==> src/rtl/scan_encoder_pkg.sv <==
// rtl/scan_encoder_pkg.sv - shared types and width helpers for the scan encoder
package scan_encoder_pkg;

    typedef enum logic {
        IDLE = 1'b0,
        SCAN = 1'b1
    } state_t;

    localparam int DEFAULT_N = 8;

    function automatic int code_width(input int n);
        return (n < 2) ? 1 : $clog2(n);
    endfunction

endpackage

==> src/rtl/scan_encoder_if.sv <==
// rtl/scan_encoder_if.sv - request-vector input and code-stream output bundle
interface scan_encoder_if #(
    parameter int N = scan_encoder_pkg::DEFAULT_N
) ();
    import scan_encoder_pkg::*;

    localparam int CW = code_width(N);

    logic          in_valid;
    logic          in_ready;
    logic [N-1:0]  in_vec;
    logic          out_valid;
    logic          out_ready;
    logic [CW-1:0] out_code;
    logic [CW:0]   out_idx;
    logic          out_last;
    logic          out_zero;

    modport master (
        output in_valid, in_vec, out_ready,
        input  in_ready, out_valid, out_code, out_idx, out_last, out_zero
    );

    modport slave (
        input  in_valid, in_vec, out_ready,
        output in_ready, out_valid, out_code, out_idx, out_last, out_zero
    );

endinterface

==> src/rtl/scan_encoder_prio_encoder.sv <==
// rtl/scan_encoder_prio_encoder.sv - combinational highest-set-bit finder
module prio_encoder
    import scan_encoder_pkg::*;
#(
    parameter  int N  = DEFAULT_N,
    localparam int CW = code_width(N)
) (
    input  logic [N-1:0]  i_vec,
    output logic [CW-1:0] o_code,
    output logic          o_any
);

    // Ascending scan so the highest set bit is the last assignment to win.
    always_comb begin
        o_code = '0;
        for (int i = 0; i < N; i++) begin
            if (i_vec[i]) begin
                o_code = CW'(i);
            end
        end
    end

    assign o_any = |i_vec;

endmodule

==> src/rtl/scan_encoder.sv <==
// rtl/scan_encoder.sv - streams the binary index of every set request bit, highest first
module scan_encoder
    import scan_encoder_pkg::*;
#(
    parameter int N = DEFAULT_N
) (
    input  logic          clk,
    input  logic          rst,
    scan_encoder_if.slave bus
);

    localparam int           CW  = code_width(N);
    localparam logic [N-1:0] ONE = N'(1);

    state_t        r_state;
    state_t        w_state_nxt;
    logic [N-1:0]  r_pending;
    logic [N-1:0]  w_pending_nxt;
    logic [CW:0]   r_idx;
    logic [CW:0]   w_idx_nxt;
    logic [CW-1:0] w_code;
    logic          w_any;
    logic          w_single;
    logic          w_scan;

    prio_encoder #(.N(N)) u_prio (
        .i_vec  (r_pending),
        .o_code (w_code),
        .o_any  (w_any)
    );

    // At most one bit left: clearing the lowest set bit leaves nothing.
    assign w_single = (r_pending & (r_pending - ONE)) == '0;
    assign w_scan   = (r_state == SCAN);

    assign bus.in_ready  = (r_state == IDLE) & ~rst;
    assign bus.out_valid = w_scan;
    assign bus.out_code  = w_code;
    assign bus.out_idx   = r_idx;
    assign bus.out_last  = w_scan & w_single;
    assign bus.out_zero  = w_scan & ~w_any;

    always_comb begin
        w_state_nxt   = r_state;
        w_pending_nxt = r_pending;
        w_idx_nxt     = r_idx;
        case (r_state)
            IDLE: begin
                if (bus.in_valid) begin
                    w_pending_nxt = bus.in_vec;
                    w_idx_nxt     = '0;
                    w_state_nxt   = SCAN;
                end
            end
            SCAN: begin
                if (bus.out_ready) begin
                    w_pending_nxt = r_pending & ~(ONE << w_code);
                    w_idx_nxt     = r_idx + 1'b1;
                    if (w_single) begin
                        w_state_nxt = IDLE;
                    end
                end
            end
            default: w_state_nxt = IDLE;
        endcase
    end

    always_ff @(posedge clk or posedge rst) begin
        if (rst) begin
            r_state   <= IDLE;
            r_pending <= '0;
            r_idx     <= '0;
        end else begin
            r_state   <= w_state_nxt;
            r_pending <= w_pending_nxt;
            r_idx     <= w_idx_nxt;
        end
    end

endmodule

==> src/flat_wrapper.sv <==
// flat-port wrapper written by rule: the top's interface ports become plain ports
module scan_encoder_flat import scan_encoder_pkg::*;
#(
    parameter int N = DEFAULT_N
)
  (clk, rst, bus_in_valid, bus_in_vec, bus_out_ready, bus_in_ready, bus_out_valid, bus_out_code, bus_out_idx, bus_out_last, bus_out_zero);
  scan_encoder_if #(.N(N)) bus_i ();
  input  logic clk;
  input  logic rst;
  input wire logic [$bits(bus_i.in_valid)-1:0] bus_in_valid;
  input wire logic [$bits(bus_i.in_vec)-1:0] bus_in_vec;
  input wire logic [$bits(bus_i.out_ready)-1:0] bus_out_ready;
  output wire logic [$bits(bus_i.in_ready)-1:0] bus_in_ready;
  output wire logic [$bits(bus_i.out_valid)-1:0] bus_out_valid;
  output wire logic [$bits(bus_i.out_code)-1:0] bus_out_code;
  output wire logic [$bits(bus_i.out_idx)-1:0] bus_out_idx;
  output wire logic [$bits(bus_i.out_last)-1:0] bus_out_last;
  output wire logic [$bits(bus_i.out_zero)-1:0] bus_out_zero;
  assign bus_i.in_valid = bus_in_valid;
  assign bus_i.in_vec = bus_in_vec;
  assign bus_i.out_ready = bus_out_ready;
  assign bus_in_ready = bus_i.in_ready;
  assign bus_out_valid = bus_i.out_valid;
  assign bus_out_code = bus_i.out_code;
  assign bus_out_idx = bus_i.out_idx;
  assign bus_out_last = bus_i.out_last;
  assign bus_out_zero = bus_i.out_zero;
  scan_encoder #(.N(N)) u_core (.clk(clk), .rst(rst), .bus(bus_i));
endmodule
==> config.mk <==
export PLATFORM = sky130hd
export DESIGN_NAME = scan_encoder_flat
export DESIGN_NICKNAME = d
export VERILOG_FILES = /design/src/rtl/scan_encoder_pkg.sv /design/src/rtl/scan_encoder_if.sv /design/src/rtl/scan_encoder_prio_encoder.sv /design/src/rtl/scan_encoder.sv /design/src/flat_wrapper.sv
export SDC_FILE = /design/constraint.sdc
export NUM_CORES = 1
export LEC_CHECK = 0
export ABC_AREA = 1
export CAP_MARGIN = 0
export CORE_MARGIN = 2
export CORE_UTILIZATION = 24
export CTS_BUF_LIST = sky130_fd_sc_hd__clkbuf_2 sky130_fd_sc_hd__clkbuf_4 sky130_fd_sc_hd__clkbuf_8
export DETAILED_ROUTE_END_ITERATION = 8
export HOLD_SLACK_MARGIN = 0.03
export PLACE_DENSITY = 0.45
export SLEW_MARGIN = 0
export SYNTH_ARGS = -nofsm -noshare
export SYNTH_HDL_FRONTEND = slang
export SYNTH_HIERARCHICAL = 1
export SYNTH_SLANG_ARGS = --single-unit
==> constraint.sdc <==
create_clock -name clk -period 1.9 [get_ports clk]
set_input_delay 0.475 -clock clk [delete_from_list [all_inputs] [get_ports clk]]
set_output_delay 0.475 -clock clk [all_outputs]
set_load 0.01 [all_outputs]
[Yosys cells after proc, flatten, opt, wreduce, memory -nomap -nowiden]
Index checks and enable logic that the tools add are counted.
Cells by class
  $add $sub $neg: 2
  eq/ne operators: 2
  shifts and indexed selects: 1
  multiplexer cells: 17
  bitwise gates (word level): 9
  reductions and logical operators: 3
Operators by type and width (number)
  two-way mux 3 bit: 6
  bitwise AND 8 bit: 2
  two-way mux 8 bit: 2
  one-hot mux 8 bit (2 select lines): 1
  logical NOT 8 bit: 1
  two-way mux 4 bit: 2
  NOT 8 bit: 1
  one-hot mux 4 bit (2 select lines): 1
  OR reduction 8 bit: 1
  << shifter 1 x 3 -> 8 bit, first input constant: 1
  subtractor 8 x 1 -> 8 bit, second input constant: 1
  adder 4 x 1 -> 4 bit, second input constant: 1
  two-way mux 1 bit: 4
  != test 2 bit, second input constant: 2
  bitwise AND 1 bit: 3
  NOT 1 bit: 3
  one-hot mux 1 bit (2 select lines): 1
  AND reduction 2 bit: 1
Storage, ports and cells
  register bits after elaboration: 13
  output and inout bits: 11

[Logic depth before layout (Yosys ltp)]
Gate-level depths: netlist of the first run.
  word-level depth: 12
  gate-level depth with buffers: 12
  gate-level depth less buffers: 12

[Hierarchy]
Netlist of the first run, hierarchy kept.
By module, submodules not included
  scan_encoder: times used 1, cells an instance 96, area an instance 750.7 um^2, seq. area each 325.3 um^2
  prio_encoder: times used 1, cells an instance 20, area an instance 77.6 um^2, seq. area each 0.0 um^2

[Least setup slack after synthesis of the first run]
OpenSTA, ideal clock, no wires.
  kind: flip-flop to output port
  start point: register u_core.r_pending[5]
  end point: output bus_out_last
  data arrival time: 1071 ps
  required time: 1425 ps
  setup slack: 354 ps
  cell stages (with the launch flop): 5
  cell sequence: dfrtp_1 or2_2 nand2_1 inv_1 nor3_1
On the way
  word-level cells in the longest chain between the ends: 4
RTL lines
  start, declared: line scan_encoder.sv:17  | logic [N-1:0] r_pending;
  start signal, assigned: line scan_encoder.sv:75  | r_pending <= w_pending_nxt;
  subtractor 8 x 1 -> 8 bit: line scan_encoder.sv:33  | assign w_single = (r_pending & (r_pending - ONE)) == '0;
  bitwise AND 8 bit (*): line scan_encoder.sv:33
  logical NOT 8 bit (*): line scan_encoder.sv:33
  bitwise AND 1 bit (*): line scan_encoder.sv:40  | assign bus.out_last = w_scan & w_single;
  end, declared: line flat_wrapper.sv:17  | output wire logic [$bits(bus_i.out_last)-1:0] bus_out_last;
Mark *: on every way between the ends. The rest lies on a longest branch, timed or not.

[Worst setup path in the final report of the first run]
  start point: register u_core.r_pending[3]
  end point: output bus_out_last
Same word-level chain as after synthesis.

==> impl_metrics.py, run 1 <==
metrics = {
    "clock_tree": {
        "insertion_delay_ns": 0.27,
        "tritoncts": "done",
        "ctsHtreeMaxLevel": 1,
        "cts_buffer_depth": 2,
        "clk_pin_slew_worst_paths_ns": 0.08,
        "cts_made_buffers": 3,
        "cts_sinks": 13,
        "cts_root_buffer": "clkbuf_4",
        "hold_buffers": 0,
    },
    "timing": {
        "finalHoldViolations": 0,
        "tightest_slew_ns": 0.5150,
        "fin_skew_ns": 0.002984,
        "setup_viol": 1,
        "max_freq_mhz": 518.6,
        "report.final.slew_viol_count": 0,
        "fin_ws_ns": -0.02843,
        "rsz0062_at_grt": "yes",
        "slew_headroom_pct": 65.63,
        "period_share_pct": 101.5,
        "min_period_ns": 1.928,
    },
    "power_and_ir_drop": {
        "vdd_ir_drop_max_v": 0.0005419,
        "powerDensity_nw_per_um2": 1573,
        "p_clk_share_pct": 8.6,
        "power_frac_comb_pct": 64.9,
        "internal_power_w": 0.001096,
        "p_sw_w": 0.0008850,
        "power_leakage_nw": 0.6639,
        "switching_share_pct": 44.66,
        "seqPwrFrac_pct": 26.5,
    },
    "place": {
        "place_congestion": 0.8576,
        "dp_hpwl_um": 1766,
        "dpl_worst_slack_ns": -0.1126,
        "portBuffers": 22,
        "place_area_um2": 1200,
        "place_inst": 197,
    },
    "logic_synthesis": {
        "synth_cells": 116,
        "ys_warn_count": 6,
        "ys_ff_latch": 13,
        "netlist_top_cells_area": "dfrtp_1, nand2_1, nand3_1, inv_1, nor2_1",
        "yosys.area.top_type_share_pct": 39.27,
        "synth_seq_area_share_pct": 39.27,
        "syn_area_um2": 828.3,
        "synth_cell_types": 18,
        "synth_fp_nets": 129,
        "yosys.area.top_type": "dfrtp_1",
        "synth.avg_cell_area_um2": 7.140,
    },
    "route": {
        "vias": 864,
        "wl_per_cell_um": 10.80,
        "dr.pass1.iters": 4,
        "drc": 0,
        "first_iter_violations": 38,
        "antenna_left": 0,
        "viasPerCell": 4.277,
        "drt-total-wl_um": 2181,
    },
    "floorplan": {
        "die_w_um": 62.75,
        "die_h_um": 62.75,
        "core_area_um2": 3337,
        "rows": 21,
        "die-area_um2": 3937,
        "initial_core_util_pct": 24.82,
        "io_pins": 23,
    },
    "run_status": {
        "outcome": "finished with violations",
        "violations": "setup timing",
    },
    "finish": {
        "fillCellCount": 382,
        "antenna_cells": 0,
        "syn_to_final_growth_pct": 52.12,
        "final_area_um2": 1260,
        "drive_gt1_share_pct": 28.85,
        "utilization_pct": 37.76,
        "final_common_cell": "nand2_1",
        "final_nets": 170,
        "mostFrequentLayoutCells": "nand2_1, clkdlybuf4s50_1, inv_1",
        "instances_no_fill": 202,
    },
    "worst_setup_path": {
        "endpoint_kind": "primary output",
        "required_ns": 1.42,
        "crit_buf_inv": 2,
        "startpoint": "u_core/r_pending[3]",
        "crit_family": "flip-flops",
        "r2r-start": "u_core/r_pending[6]",
        "worstRegToRegCells": 8,
        "reg2reg_slack_ns": 0.29,
        "timing.rr.end": "u_core/r_pending[1]",
        "crit_slowest_cell": "dfrtp_1",
        "crit_path_max_fanout": 4,
        "crit_cells": 5,
        "crit_type": "reg -> out",
        "worst_ep_arrival_time_ns": 1.45,
        "path_cells": "buf_6, o21ai_0, nand3_2, nor3_2, buf_2",
        "startpoint_type": "flip-flop",
        "max_stage_delay_ns": 0.40,
        "cp-endpoint": "bus_out_last",
    },
    "global_route": {
        "grt-ovfl-total": 0,
        "antenna_found_initial": 0,
        "grt_max_degree": 14,
        "grt_first_pass_wirelength_um": 3650,
        "track_usage_pct": 11.65,
        "grt_pass1_vias": 824,
    },
    "job": {
        "drv_cap": 0,
    },
    "worst_hold_path": {
        "hp-class": "reg -> reg",
    },
}
-- Yosys cell counts --
master	number
inv_1	16
or2_2	1
a21boi_1	1
nand2_4	2
a21oi_1	5
dfrtp_1	13
nor2_4	2
mux2_4	1
o21ai_0	2
mux2i_1	1
nand3_1	16
buf_6	1
ha_1	1
nor2_1	14
nor3_1	2
nand2_1	35
mux2_2	2
inv_2	1
-- cells by family after synthesis --
family                   count (synthesis)  synth area share, %
flip-flops                              13                39.27
multiplexers                             4                5.740
buffers and inverters                   18                9.063
AO/OA/AOI/OAI                            8                5.136
adder cells (fa/ha/maj)                  1                1.510
AND/OR/NAND/NOR                         72                39.28
-- metrics by stage --
| stage | power, W | hold WS [ns] | setup TNS [ns] |
|---|---|---|---|
| floorplan | 0.001161 | 0.3520 | 0 |
| global placement | 0.001761 | 0.4586 | -0.2077 |
| detailed placement | 0.001773 | 0.4614 | -0.2416 |
| CTS | 0.001953 | 0.4747 | -0.008510 |
| global route | 0.002170 | 0.5055 | -0.1871 |
| finish | 0.001981 | 0.4709 | -0.02843 |
-- layer usage --
layer  vias up  wire [µm]  track usage (%)
met5         -          0                0
met2        21       1135            20.83
met1       395        980            14.41
li1        448          -                -
met3         0         65            1.802
met4         0          0            3.333
-- timing repair --
action,CTS,global route
pin swaps,0,7
endpoints found under the setup margin,6,5
buffers inserted,1,0
resized for setup,17,14
hold endpoints to repair,0,0
-- power groups by stage --
stage	clock network (W)	logic, W	registers (W)
floorplan	0	0.000633	0.000528
global placement	0	0.00125	0.000513
detailed placement	0	0.00126	0.000516
CTS	0.000182	0.00126	0.000512
global route	0.000200	0.00143	0.000544
finish	0.000171	0.00129	0.000524
-- flip-flops by register name, summed over array words and instances, names as in the netlist --
register and flops:
u_core/r_pending 8, u_core/bus.out_valid 1, u_core/bus.out_idx 4
-- final cells by class --
| type | count | area (µm²) | share of cell area, % |
|---|---|---|---|
| Multi-Input combinational cell | 85 | 470.5 | 37.34 |
| Sequential cell | 13 | 326.6 | 25.92 |
| Timing Repair Buffer | 37 | 314.1 | 24.93 |
| Inverter | 17 | 63.81 | 5.065 |
| Tap cell | 46 | 57.56 | 4.568 |
| Clock buffer | 3 | 22.52 | 1.787 |
| Clock inverter | 1 | 5.005 | 0.3972 |
-- worst min path at each step --
stage,from,end,slack [ns],cells after the start
detailed placement,u_core/bus.out_idx[3],u_core/bus.out_idx[3],0.46,1
global route,u_core/bus.out_idx[3],u_core/bus.out_idx[3],0.51,1
floorplan,rst,u_core/bus.out_idx[0],0.35,1
finish,u_core/bus.out_idx[3],u_core/bus.out_idx[3],0.47,1
CTS,u_core/bus.out_idx[3],u_core/bus.out_idx[3],0.47,1
global placement,u_core/bus.out_idx[3],u_core/bus.out_idx[3],0.46,1
-- worst register-to-register path, stage by stage, from the launching register on --
cell and delay (ns):
dfrtp_1 0.41, buf_4 0.15, nor2_2 0.12, buf_4 0.12, nand2_1 0.06, buf_4 0.14, nor2_1 0.16, a21oi_1 0.08
mux2_2 0.26
No activity file was read; power rests on OpenSTA's default activity.
==> inputs of run 2 (changes only) <==
--- a/config.mk
+++ b/config.mk
@@ -11,6 +11,7 @@
 export CORE_UTILIZATION = 24
 export CTS_BUF_LIST = sky130_fd_sc_hd__clkbuf_2 sky130_fd_sc_hd__clkbuf_4 sky130_fd_sc_hd__clkbuf_8
 export DETAILED_ROUTE_END_ITERATION = 8
+export GPL_TIMING_DRIVEN = 0
 export HOLD_SLACK_MARGIN = 0.03
 export PLACE_DENSITY = 0.45
 export SLEW_MARGIN = 0
==> run 2 against run 1 <==
Effect of this change:
- the flow now finishes without violations
- flip-flop and latch count unchanged
- cell area down 6.5%
- global-route usage decreased by 0.52 points
- core utilization shrank 2.4 points
- critical path type unchanged
- critical endpoint unchanged
==> impl_metrics.py, run 2 (synthesis gave the netlist of run 1 again) <==
metrics = {
    "timing": {
        "fin_skew_ns": 0.004997,
        "min_period_ns": 1.886,
        "setup_viol": 0,
        "period_share_pct": 99.28,
        "tightest_slew_ns": 0.5140,
        "slew_headroom_pct": 65.69,
        "rsz0062_at_grt": "yes",
        "report.final.slew_viol_count": 0,
        "max_freq_mhz": 530.1,
        "finalHoldViolations": 0,
    },
    "power_and_ir_drop": {
        "power_leakage_nw": 0.6047,
        "powerDensity_nw_per_um2": 1547,
        "vdd_ir_drop_max_v": 0.0004825,
        "power_w": 0.001823,
    },
    "clock_tree": {
        "cts_root_buffer": "clkbuf_4",
        "clk_pin_slew_worst_paths_ns": 0.08,
        "tritoncts": "done",
        "cts_buffer_depth": 2,
        "cts_made_buffers": 3,
        "insertion_delay_ns": 0.27,
        "cts_sinks": 13,
        "ctsHtreeMaxLevel": 1,
    },
    "worst_hold_path": {
        "hold_path_depth": 1,
        "hp-class": "reg -> reg",
    },
    "finish": {
        "regMostFlops": "u_core/r_pending",
        "largest_reg_flops": 8,
        "drive_gt1_share_pct": 20.83,
        "mostFrequentLayoutCells": "nand2_1, clkdlybuf4s50_1, inv_1, nand3_1",
        "final_common_cell": "nand2_1",
        "final_nets": 158,
        "antenna_cells": 0,
        "syn_to_final_growth_pct": 42.30,
        "instances_no_fill": 190,
    },
    "worst_setup_path": {
        "crit_buf_inv": 2,
        "worstRegToRegCells": 12,
        "startpoint_type": "flip-flop",
        "worst_ep_arrival_time_ns": 1.41,
        "crit_type": "reg -> out",
        "endpoint_kind": "primary output",
        "required_ns": 1.42,
        "reg2reg_slack_ns": 0.29,
        "crit_family": "simple AND/OR/NAND/NOR gates",
        "max_stage_delay_ns": 0.40,
        "path_cells": "buf_6, nor2_4, nand2_1, nand2_1, nand3_2, nor3_2, buf_2",
        "crit_path_max_fanout": 4,
        "crit_slowest_cell": "dfrtp_1",
        "crit_cells": 7,
        "cp_common_cell": "nand2_1",
    },
    "floorplan": {
        "io_pins": 23,
        "die-area_um2": 3937,
        "initial_core_util_pct": 24.82,
        "core_area_um2": 3337,
        "die_h_um": 62.75,
        "rows": 21,
        "die_w_um": 62.75,
    },
    "global_route": {
        "grt_first_pass_wirelength_um": 3415,
        "track_usage_pct": 11.13,
        "grt_pass1_vias": 783,
        "grt-ovfl-total": 0,
        "antenna_found_initial": 0,
        "grt_max_degree": 14,
    },
    "route": {
        "viasPerCell": 4.211,
        "vias": 800,
        "drt-total-wl_um": 2091,
        "antenna_left": 0,
        "first_iter_violations": 41,
        "drc": 0,
        "wl_per_cell_um": 11.01,
        "dr.pass1.iters": 4,
    },
    "place": {
        "dp_hpwl_um": 1654,
        "place_inst": 184,
        "place_congestion": 0.8136,
        "portBuffers": 22,
    },
    "job": {
        "drv_cap": 0,
    },
    "run_status": {
        "outcome": "finished clean",
    },
}
## run 2: layout make-up
type	instances	area, µm²
Tap cell	46	57.56
Sequential cell	13	327.8
Fill cell	377	2158
Buffer	1	11.26
Clock buffer	4	30.03
Timing Repair Buffer	24	220.2
Multi-Input combinational cell	85	467.9
Inverter	17	63.81
## run 2: final timing paths
kind / startpoint / endpoint
hold reg to reg: u_core/bus.out_idx[3] / u_core/bus.out_idx[3]
min in group asynchronous: rst / u_core/bus.out_idx[3]
setup reg to reg: u_core/r_pending[2] / u_core/r_pending[1]
hold / removal: u_core/bus.out_idx[3] / u_core/bus.out_idx[3]
setup / recovery: u_core/r_pending[3] / bus_out_last
max in group asynchronous: rst / u_core/r_pending[4]
## run 2: repair_timing
| item | 4_1_cts | 5_1_grt |
|---|---|---|
| gates resized for setup | 16 | 14 |
| pin swaps | 0 | 3 |
| endpoints found under the setup margin | 6 | 5 |
| setup buffers | 1 | 1 |
| hold buffers | 0 | 0 |
## run 2: stage by stage
step / setup TNS, ns / instance area [µm²] / hold WS [ns] / utilization, % / setup WS [ns]
3_5_place_dp: -0.2693 / 1106 / 0.4631 / 33.15 / -0.1299
3_3_place_gp: -0.2187 / 1106 / 0.4581 / 33.15 / -0.1259
6_report: 0 / 1179 / 0.4796 / 35.32 / 0.01360
5_1_grt: -0.07232 / 1179 / 0.5174 / 35.32 / -0.07232
4_1_cts: -0.04345 / 1145 / 0.4785 / 34.31 / -0.02901
2_1_floorplan: 0 / 828.3 / 0.3520 / - / 0.3537
## run 2: power by group
part           leakage [nW]  switching (W)  internal [W]
Sequential            0.159       0.000159      0.000397
Clock                0.0184      0.0000861     0.0000954
Combinational         0.427       0.000587      0.000499
Total                 0.605       0.000832      0.000991
## run 2: layer usage
metal	GRT usage, %	routed length [µm]	vias to the layer above
met1	14.00	1001	356
met3	2.162	70	2
met4	3.333	14	0
met5	0	0	-
met2	19.22	1005	19
li1	-	-	423
